File: src/rtl/clock_set_controller_pkg.sv
// clock_set_controller_pkg: edit-state encodings, time field widths and limits,
// and the wrap-around increment shared by the hour and minute editors.
package clock_set_controller_pkg;
   localparam int HR_W  = 5;
   localparam int MIN_W = 6;
   localparam int SEC_W = 6;
   localparam logic [HR_W-1:0]  HR_MAX  = 5'd23;
   localparam logic [MIN_W-1:0] MIN_MAX = 6'd59;
   typedef enum logic [1:0] {
      ST_RUN     = 2'd0,
      ST_SET_HR  = 2'd1,
      ST_SET_MIN = 2'd2,
      ST_COMMIT  = 2'd3
   } state_e;
   function automatic logic [MIN_W-1:0] wrap_inc(input logic [MIN_W-1:0] v, input logic [MIN_W-1:0] max_v);
      return (v == max_v) ? '0 : v + 1'b1;
   endfunction
endpackage

File: src/rtl/button_conditioner.sv
// button_conditioner: synchronizes and debounces one raw button, emits a one-cycle
// press pulse on each debounced rising edge, plus optional hold-to-repeat pulses.
module button_conditioner #(
   parameter int DEBOUNCE     = 1000000,
   parameter int REPEAT_DELAY = 50000000,
   parameter int REPEAT_RATE  = 10000000,
   parameter bit REPEAT_EN    = 1'b0
) (
   input  logic clk,
   input  logic reset,
   input  logic btn_i,
   output logic press_o
);
   localparam int DW = $clog2(DEBOUNCE + 1);
   localparam int RW = $clog2(((REPEAT_DELAY > REPEAT_RATE) ? REPEAT_DELAY : REPEAT_RATE) + 1);
   logic [1:0]    sync_q;
   logic [DW-1:0] db_cnt_q, db_cnt_d;
   logic          level_q, level_d, level_dly_q;
   logic [RW-1:0] rep_cnt_q, rep_cnt_d, rep_tgt;
   logic          fast_q, fast_d;
   logic          mismatch, db_hit, rise, rep_hit;
   always_comb begin
      mismatch  = sync_q[1] ^ level_q;
      db_hit    = mismatch && (db_cnt_q == DW'(DEBOUNCE));
      db_cnt_d  = (!mismatch || db_hit) ? '0 : db_cnt_q + 1'b1;
      level_d   = db_hit ? sync_q[1] : level_q;
      rise      = level_q & ~level_dly_q;
      // first repeat waits the long delay, later ones use the short rate
      rep_tgt   = fast_q ? RW'(REPEAT_RATE) : RW'(REPEAT_DELAY);
      rep_hit   = REPEAT_EN && level_q && (rep_cnt_q == rep_tgt);
      rep_cnt_d = (REPEAT_EN && level_q) ? (rep_hit ? RW'(1) : rep_cnt_q + 1'b1) : '0;
      fast_d    = REPEAT_EN && level_q && (fast_q || rep_hit);
      press_o   = rise | rep_hit;
   end
   always_ff @(posedge clk) begin
      if (reset) begin
         sync_q      <= '0;
         db_cnt_q    <= '0;
         level_q     <= 1'b0;
         level_dly_q <= 1'b0;
         rep_cnt_q   <= '0;
         fast_q      <= 1'b0;
      end else begin
         sync_q      <= {sync_q[0], btn_i};
         db_cnt_q    <= db_cnt_d;
         level_q     <= level_d;
         level_dly_q <= level_q;
         rep_cnt_q   <= rep_cnt_d;
         fast_q      <= fast_d;
      end
   end
endmodule

File: src/rtl/clock_set_controller.sv
// clock_set_controller: button-driven time-set sequencer that freezes digital_clock,
// edits hours then minutes, and commits the result with a one-cycle load strobe.
module clock_set_controller
   import clock_set_controller_pkg::*;
#(
   parameter int          DEBOUNCE     = 1000000,
   parameter int          REPEAT_DELAY = 50000000,
   parameter int          REPEAT_RATE  = 10000000,
   parameter logic [31:0] TIMEOUT      = 32'd1000000000
) (
   input  logic             clk,
   input  logic             reset,
   input  logic             btn_mode,
   input  logic             btn_inc,
   input  logic [HR_W-1:0]  cur_hr,
   input  logic [MIN_W-1:0] cur_min,
   output logic             clk_run,
   output logic             load,
   output logic [HR_W-1:0]  load_hr,
   output logic [MIN_W-1:0] load_min,
   output logic [SEC_W-1:0] load_sec,
   output logic [1:0]       edit_mode,
   output logic [HR_W-1:0]  edit_hr,
   output logic [MIN_W-1:0] edit_min
);
   state_e           state_q, state_d;
   logic [HR_W-1:0]  edit_hr_q, edit_hr_d, load_hr_q, load_hr_d;
   logic [MIN_W-1:0] edit_min_q, edit_min_d, load_min_q, load_min_d;
   logic             load_q, load_d;
   logic [31:0]      idle_q, idle_d;
   logic             mode_p, inc_p, in_edit, timed_out;
   button_conditioner #(
      .DEBOUNCE(DEBOUNCE), .REPEAT_DELAY(REPEAT_DELAY), .REPEAT_RATE(REPEAT_RATE), .REPEAT_EN(1'b0)
   ) u_mode (
      .clk(clk), .reset(reset), .btn_i(btn_mode), .press_o(mode_p)
   );
   button_conditioner #(
      .DEBOUNCE(DEBOUNCE), .REPEAT_DELAY(REPEAT_DELAY), .REPEAT_RATE(REPEAT_RATE), .REPEAT_EN(1'b1)
   ) u_inc (
      .clk(clk), .reset(reset), .btn_i(btn_inc), .press_o(inc_p)
   );
   always_comb begin
      state_d    = state_q;
      edit_hr_d  = edit_hr_q;
      edit_min_d = edit_min_q;
      in_edit    = (state_q == ST_SET_HR) || (state_q == ST_SET_MIN);
      timed_out  = in_edit && (idle_q == TIMEOUT);
      // a mode press always takes precedence over a coincident inc press
      if (timed_out) begin
         state_d = ST_RUN;
      end else begin
         unique case (state_q)
            ST_RUN: if (mode_p) begin
               state_d    = ST_SET_HR;
               edit_hr_d  = cur_hr;
               edit_min_d = cur_min;
            end
            ST_SET_HR: begin
               if (mode_p) state_d = ST_SET_MIN;
               else if (inc_p) edit_hr_d = HR_W'(wrap_inc(MIN_W'(edit_hr_q), MIN_W'(HR_MAX)));
            end
            ST_SET_MIN: begin
               if (mode_p) state_d = ST_COMMIT;
               else if (inc_p) edit_min_d = wrap_inc(edit_min_q, MIN_MAX);
            end
            default: state_d = ST_RUN;
         endcase
      end
      idle_d     = (mode_p || inc_p || !in_edit) ? '0 : idle_q + 32'd1;
      load_d     = (state_d == ST_COMMIT);
      load_hr_d  = load_d ? edit_hr_q : load_hr_q;
      load_min_d = load_d ? edit_min_q : load_min_q;
   end
   always_ff @(posedge clk) begin
      if (reset) begin
         state_q    <= ST_RUN;
         edit_hr_q  <= '0;
         edit_min_q <= '0;
         load_q     <= 1'b0;
         load_hr_q  <= '0;
         load_min_q <= '0;
         idle_q     <= '0;
      end else begin
         state_q    <= state_d;
         edit_hr_q  <= edit_hr_d;
         edit_min_q <= edit_min_d;
         load_q     <= load_d;
         load_hr_q  <= load_hr_d;
         load_min_q <= load_min_d;
         idle_q     <= idle_d;
      end
   end
   assign clk_run   = (state_q == ST_RUN);
   assign load      = load_q;
   assign load_hr   = load_hr_q;
   assign load_min  = load_min_q;
   assign load_sec  = '0;
   assign edit_mode = (state_q == ST_COMMIT) ? 2'(ST_SET_MIN) : 2'(state_q);
   assign edit_hr   = edit_hr_q;
   assign edit_min  = edit_min_q;
endmodule

File: config.mk
export PLATFORM = sky130hd
export DESIGN_NAME = clock_set_controller
export DESIGN_NICKNAME = d
export VERILOG_FILES = /design/src/rtl/clock_set_controller_pkg.sv /design/src/rtl/button_conditioner.sv /design/src/rtl/clock_set_controller.sv
export SDC_FILE = /design/constraint.sdc
export NUM_CORES = 1
export LEC_CHECK = 0
export ABC_AREA = 0
export CORE_ASPECT_RATIO = 1.4
export CORE_MARGIN = 2
export CORE_UTILIZATION = 45
export DETAILED_ROUTE_END_ITERATION = 8
export GPL_ROUTABILITY_DRIVEN = 0
export GPL_TIMING_DRIVEN = 0
export PLACE_DENSITY = 0.67
export SKIP_CTS_REPAIR_TIMING = 1
export SYNTH_ARGS = -nofsm -noshare
export SYNTH_HDL_FRONTEND = slang
export SYNTH_SLANG_ARGS = --single-unit
File: constraint.sdc
create_clock -name clk -period 4 [get_ports clk]
set_input_delay 0.8 -clock clk [delete_from_list [all_inputs] [get_ports clk]]
set_output_delay 0.8 -clock clk [all_outputs]
set_load 0.02 [all_outputs]
==> Yosys cells after proc, flatten, opt, wreduce, memory -nomap -nowiden <==
Index checks and enable logic that the tools add are counted.
{ "op_classes": {"n_addsub": 6, "eq_ne": 15, "n_mux": 18, "n_bitwise": 9, "reduce_logical": 24} }
{ "ops": {"columns": ["cell", "count"], "rows": [
  ["$add A20 B1 Y20 const B", 2],
  ["$eq A20 B20 Y1 const B", 2],
  ["$add A32 B1 Y32 const B", 1],
  ["$eq A32 B30 Y1 const B", 1],
  ["$add A26 B1 Y26 const B", 1],
  ["$eq A26 B26 Y1", 1],
  ["$mux W26", 1],
  ["$mux W6", 4],
  ["$mux W5", 4],
  ["$pmux W6 S2", 1],
  ["$mux W2", 5],
  ["$pmux W5 S2", 1],
  ["$reduce_and A5 Y1", 2],
  ["$ne A2 B2 Y1 const B", 4],
  ["$reduce_or A2 Y1", 4],
  ["$add A6 B1 Y6 const B", 1],
  ["$eq A2 B2 Y1 const B", 3],
  ["$eq A6 B6 Y1 const B", 1],
  ["$logic_or A1 B1 Y1", 6],
  ["$pmux W2 S3", 1],
  ["$add A5 B1 Y5 const B", 1],
  ["$eq A5 B5 Y1 const B", 1],
  ["$logic_and A1 B1 Y1", 5],
  ["$not A1 Y1", 4],
  ["other kinds (10)", 15]
]} }
{ "word_totals": {"register_bits": 132, "input_bits": 15, "output_inout_bits": 32, "wordCells": 90} }

==> Depth between registers and ports, before layout <==
{ "logic_depth": {"depth_word": 7, "depth_mapped": 10, "ltp_nobuf": 8} }

==> By module <==
A second synthesis with hierarchy kept.
{ "hier_totals": {"cells_unflattened": 741, "hier_area_um2": 6525.0} }
{ "by_module_without_submodules": {"columns": ["module", "instances", "cells_per_inst", "area_each_um2", "seq_area_each_um2"], "rows": [
  ["clock_set_controller", 1, 347, 2985.4, 1141.1],
  ["button_conditioner at u_inc", 1, 273, 2437.3, 1021.0],
  ["button_conditioner at u_mode", 1, 121, 1102.3, 480.5]
]} }

==> Worst setup path after synthesis <==
No wires, ideal clock.
{ "synth_path": {"path_type": "register to register", "from": "reg state_q[1]", "to": "reg load_min_q[4] (netlist: load_min[4])", "setup_time_ns": 0.129, "t_arrival_ns": 2.231, "t_required_ns": 3.871, "path_slack_ns": 1.641, "stages_incl_launch_ff": 11, "path_cell_list": "dfxtp_1 inv_1 ha_1 nor4b_1 nand4_1 nor3_1 nand4bb_1 buf_2 buf_2 mux2i_1 nor2_1"} }
{ "synth_via": {"elab_chain_len": 5, "elab_cells_between_ends": 11, "cone_classes": "eq/ne (3); mux (5); reduce/logical (3)"} }
{ "synth_lines": {"columns": ["element", "line", "text"], "rows": [
  ["start: declaration", "clock_set_controller.sv:26", "state_e state_q, state_d;"],
  ["start signal: assignment", "clock_set_controller.sv:84", "state_q <= state_d;"],
  ["branches (longest 3 deep; another with $pmux W2 S3)", null, null],
  ["$mux W2 *", "clock_set_controller.sv:49", "if (timed_out) begin"],
  ["$eq A2 B2 Y1 *", "clock_set_controller.sv:70", "load_d = (state_d == ST_COMMIT);"],
  ["end signal: assignment", "clock_set_controller.sv:89", "load_min_q <= load_min_d;"],
  ["end: declaration", "clock_set_controller.sv:28", "logic [MIN_W-1:0] edit_min_q, edit_min_d, load_min_q, load_min_d;"]
]} }
Mark *: on every way between the ends.
A chain may end at the register's enable or synchronous reset.

==> Worst setup path after layout <==
{ "layout_path": {"from": "reg state_q[0]", "to": "reg load_hr_q[2] (netlist: load_hr[2])"} }
{ "layout_via": {"elab_chain_len": 5, "elab_cells_between_ends": 11, "cone_classes": "eq/ne (3); mux (5); reduce/logical (3)"} }
{ "layout_lines": {"columns": ["element", "line", "text"], "rows": [
  ["branches (longest 3 deep; another with $pmux W2 S3)", null, null],
  ["$mux W2 *", "clock_set_controller.sv:49", null],
  ["$eq A2 B2 Y1 *", "clock_set_controller.sv:70", null],
  ["end signal: assignment", "clock_set_controller.sv:88", "load_hr_q <= load_hr_d;"],
  ["end: declaration", "clock_set_controller.sv:27", "logic [HR_W-1:0] edit_hr_q, edit_hr_d, load_hr_q, load_hr_d;"]
]} }
Marks and branches as above.

==> flow_summary.yaml <==
outcome:
  run_status: "complete, no violations"
global_routing:
  grt_first_pass_wirelength_um: 21000
  grt_antenna_before_repair: 0
  global_route.overflow_total: 0
  first_global_vias: 4766
  grt_usage_pct: 17.9
  grt_start_max_net_pins: 17
route:
  route.vias.total: 4830
  drt-total-wl_um: 12200
  detail_route.vias_per_cell: 5.06
  wire_per_inst_um: 12.7
  post-route-drc-count: 0
  drtIter0Drc: 116
  drtAntennaViolNets: 0
  drtPass1Iterations: 4
job:
  cap_violations: 0
logic_synthesis:
  syn_area_um2: 6030
  synth.mux.area_fraction_pct: 2.84
  ys_seq_area_share_pct: 43.8
  post_synth_fa_ha_maj_area_fraction_pct: 3.11
  synth-compound-area-share_pct: 5.04
  synth_async_sr_flop_share_pct: 0
  synth_simple_gate_area_share_pct: 28.0
  postSynthCellCount: 697
  synth.distinct_cells: 49
  synth.most_common_cell: "sky130_fd_sc_hd__nor2_1"
  synthTopCellsByArea: "sky130_fd_sc_hd__dfxtp_1 (44%), sky130_fd_sc_hd__xor2_1 (8.9%), sky130_fd_sc_hd__nor2_1 (8.3%), sky130_fd_sc_hd__xnor2_1 (4.4%), sky130_fd_sc_hd__nand3_1 (4.1%)"
  synth-main-ff-cell: "sky130_fd_sc_hd__dfxtp_1"
  netlist_top_cells_count: "sky130_fd_sc_hd__nor2_1 (134), sky130_fd_sc_hd__dfxtp_1 (132), sky130_fd_sc_hd__xor2_1 (61)"
  syn-mean-instance-area_um2: 8.66
  yosys_warnings: 0
  synth_top_family_by_area: "simple AND/OR/NAND/NOR gates"
  yosysTopAreaCellShare_pct: 43.8
  yosys.area_share.xor_xnor_pct: 13.2
  netlist.top_cell.by_area: "sky130_fd_sc_hd__dfxtp_1"
  ys_seq_elements: 132
  synth_edf_count: 0
finish:
  final_net_count: 790
  final_layout_size_suffix_gt1_share_pct: 6.99
  antenna_cells_inserted: 0
  syn2layout_area_growth_pct: 20.9
  final-instance-count-excl-fill: 955
  filler_cell_count: 1233
die:
  floorplan.io_pins: 47
  start_util_pct: 45.5
  die_y_um: 141
  design.die.area_um2: 14400
  rows: 50
  design.core.area_um2: 13300
  die-width_um: 102
worst_setup_path:
  number_of_cell_instances_on_the_worst_register_to_register_path: 10
  critical_path.reg2reg.startpoint: "state_q[0]"
  critical_path_required_ns: 4.29
  critical-path-max-stage-delay_ns: 0.71
  cpMaxStageDelayCell: "sky130_fd_sc_hd__nor3_1"
  type_of_element_capturing_the_critical_path: "flop"
  crit_path_cell_trace: "inv_1 > ha_1 > nor4b_1 > nand4_1 > nor3_1 > nand4bb_1 > buf_2 > buf_2 > mux2i_1 > nor2_1"
  critical_path.startpoint_type: "flop"
  critical_path.max_fanout: 10
  crit-reg2reg-capture: "load_hr[2]"
  worst-endpoint-arrival_ns: 3.38
  timing_worst_setup_path_type: "flop to flop"
  reg2reg_setup_slack_ns: 0.91
  cpMostUsedCell: "sky130_fd_sc_hd__buf_2"
sta:
  holdWs_ns: 0.441
  pin_slew_with_the_least_headroom_to_its_limit_ns: 0.846
  unrepaired_setup_endpoints_after_global_routing: "no"
  fmaxAchievable_ghz: 0.323
  layout_worst_path_cycle_share_pct: 77.3
  finalSetupViolations: 0
  timing.max_slew.rel_slack_pct: 43.2
  final_max_slew_viol_count: 0
  post-route-min-period_ns: 3.09
  fin_worst_skew_ns: 0.0109
  setup_tns_ns: 0
  finalHoldViolCount: 0
power:
  power-per-cell-area_nw_per_um2: 416
  leakage_power_summed_over_all_cells_nw: 2.51
  vdd_drop_max_mv: 0.331
place:
  detailed_placement_hpwl_um: 8880
  placed_cells_incl_taps: 923
  port_buffers: 39
worst_hold_path:
  worstHoldEndpoint: "u_mode.sync_q[1]"
  hp-start: "u_mode.sync_q[0]"
  hold_depth: 1
  worst_hold_path_type: "flop to flop"
clocking:
  cts.sinks: 132
  path_clk_slew_ns: 0.06
  clock_tree_from_tritoncts: "done"
  cts_inserted_buffers: 17
  clock_path_buffers: 2
  worst_skew_pair.late_latency_ns: 0.42
  root_buffer_selected_by_cts: "sky130_fd_sc_hd__clkbuf_16"
  cts.htree.levels: 4
## flip-flops by register name, summed over array words and instances, names as in the netlist
signal and cells:
state_q 2, u_mode.db_cnt_q 20, u_inc.fast_q 1, idle_q 32, u_mode.level_dly_q 1, u_inc.sync_q 2, u_mode.level_q 1, u_inc.rep_cnt_q 26
u_inc.level_dly_q 1, load 1, edit_min 6, u_mode.sync_q 2, load_min 6, load_hr 5, u_inc.level_q 1, u_inc.db_cnt_q 20
edit_hr 5
## how the worst max path moves through the flow
stage	from	endpoint	cells past startpoint
final	state_q[0]	load_hr[2]	10
after global routing	state_q[1]	load_hr[2]	10
after CTS	state_q[0]	load_hr[2]	10
after detailed placement	state_q[1]	load_min[4]	10
after global placement	state_q[1]	load_min[4]	10
after floorplan	state_q[1]	load_min[4]	10
## cells by family after synthesis
group | Yosys count
compound gates | 44
xor+xnor | 91
fa+ha+maj | 15
buf+inv | 54
flops | 132
mux | 17
other cells | 1
simple gates | 343
## final cells by class
class                           count  area [um2]  area share [%]
Buffer                             29         141            1.94
Clock buffer                       18         439            6.02
Clock inverter                     14         185            2.54
Inverter                           25        93.8            1.29
Multi-Input combinational cell    516        3170            43.5
Sequential cell                   132        2640            36.2
Tap cell                          182         228            3.12
Timing Repair Buffer               39         390            5.35
## routing by layer
metal	routed length (um)	share of wire, %	global-route usage, %	up-vias
met5	0	0	0	-
li1	-	-	-	2470
met4	190	1.6	5.68	0
met2	6460	53	32.7	53
met1	5140	42	19.9	2285
met3	369	3.0	4.66	22
## power by group
part	switching [W]	internal, W	total [W]
clock	0.000576	0.00105	0.00163
combinational	0.0000492	0.0000359	0.0000850
sequential	0.00000388	0.00132	0.00132
## placed cells by master, fill, tap and decap left out, types with 6 or more instances in the layout
| cell type | count |
|---|---|
| sky130_fd_sc_hd__a21oi_1 | 12 |
| sky130_fd_sc_hd__clkbuf_16 | 17 |
| sky130_fd_sc_hd__nand4_1 | 25 |
| sky130_fd_sc_hd__nor2_1 | 134 |
| sky130_fd_sc_hd__ha_1 | 15 |
| sky130_fd_sc_hd__xnor2_1 | 30 |
| sky130_fd_sc_hd__and3_1 | 14 |
| sky130_fd_sc_hd__o21ai_0 | 13 |
| sky130_fd_sc_hd__clkbuf_1 | 20 |
| sky130_fd_sc_hd__xor2_1 | 61 |
| sky130_fd_sc_hd__nor2b_1 | 12 |
| sky130_fd_sc_hd__inv_1 | 25 |
| sky130_fd_sc_hd__or3_1 | 9 |
| sky130_fd_sc_hd__nor3_1 | 10 |
| sky130_fd_sc_hd__nor4b_1 | 9 |
| sky130_fd_sc_hd__clkdlybuf4s50_1 | 39 |
| sky130_fd_sc_hd__buf_4 | 6 |
| sky130_fd_sc_hd__conb_1 | 6 |
| sky130_fd_sc_hd__mux2i_1 | 16 |
| sky130_fd_sc_hd__and2_1 | 7 |
| sky130_fd_sc_hd__nand3_1 | 50 |
| sky130_fd_sc_hd__dfxtp_1 | 132 |
| sky130_fd_sc_hd__nand2_1 | 46 |
## through the flow
stage	total power (W)	cell area, um2	util, %	setup WS [ns]
finish	0.00304	7290	55.0	0.908
global route	0.00313	7290	55.0	0.659
CTS	0.00306	7290	55.0	0.915
detailed placement	0.00144	6670	50.3	0.939
global placement	0.00144	6670	50.3	0.967
floorplan	0.00141	6050	-	1.64
## critical path: cells and delay by family (launching register included)
family / cells / cell delay [ns]
AND/OR/NAND/NOR: 5 / 1.49
buffers and inverters: 3 / 0.58
multiplexers: 1 / 0.20
flip-flops: 1 / 0.38
adder cells (fa/ha/maj): 1 / 0.30
Power figures use the tool's default switching activity.
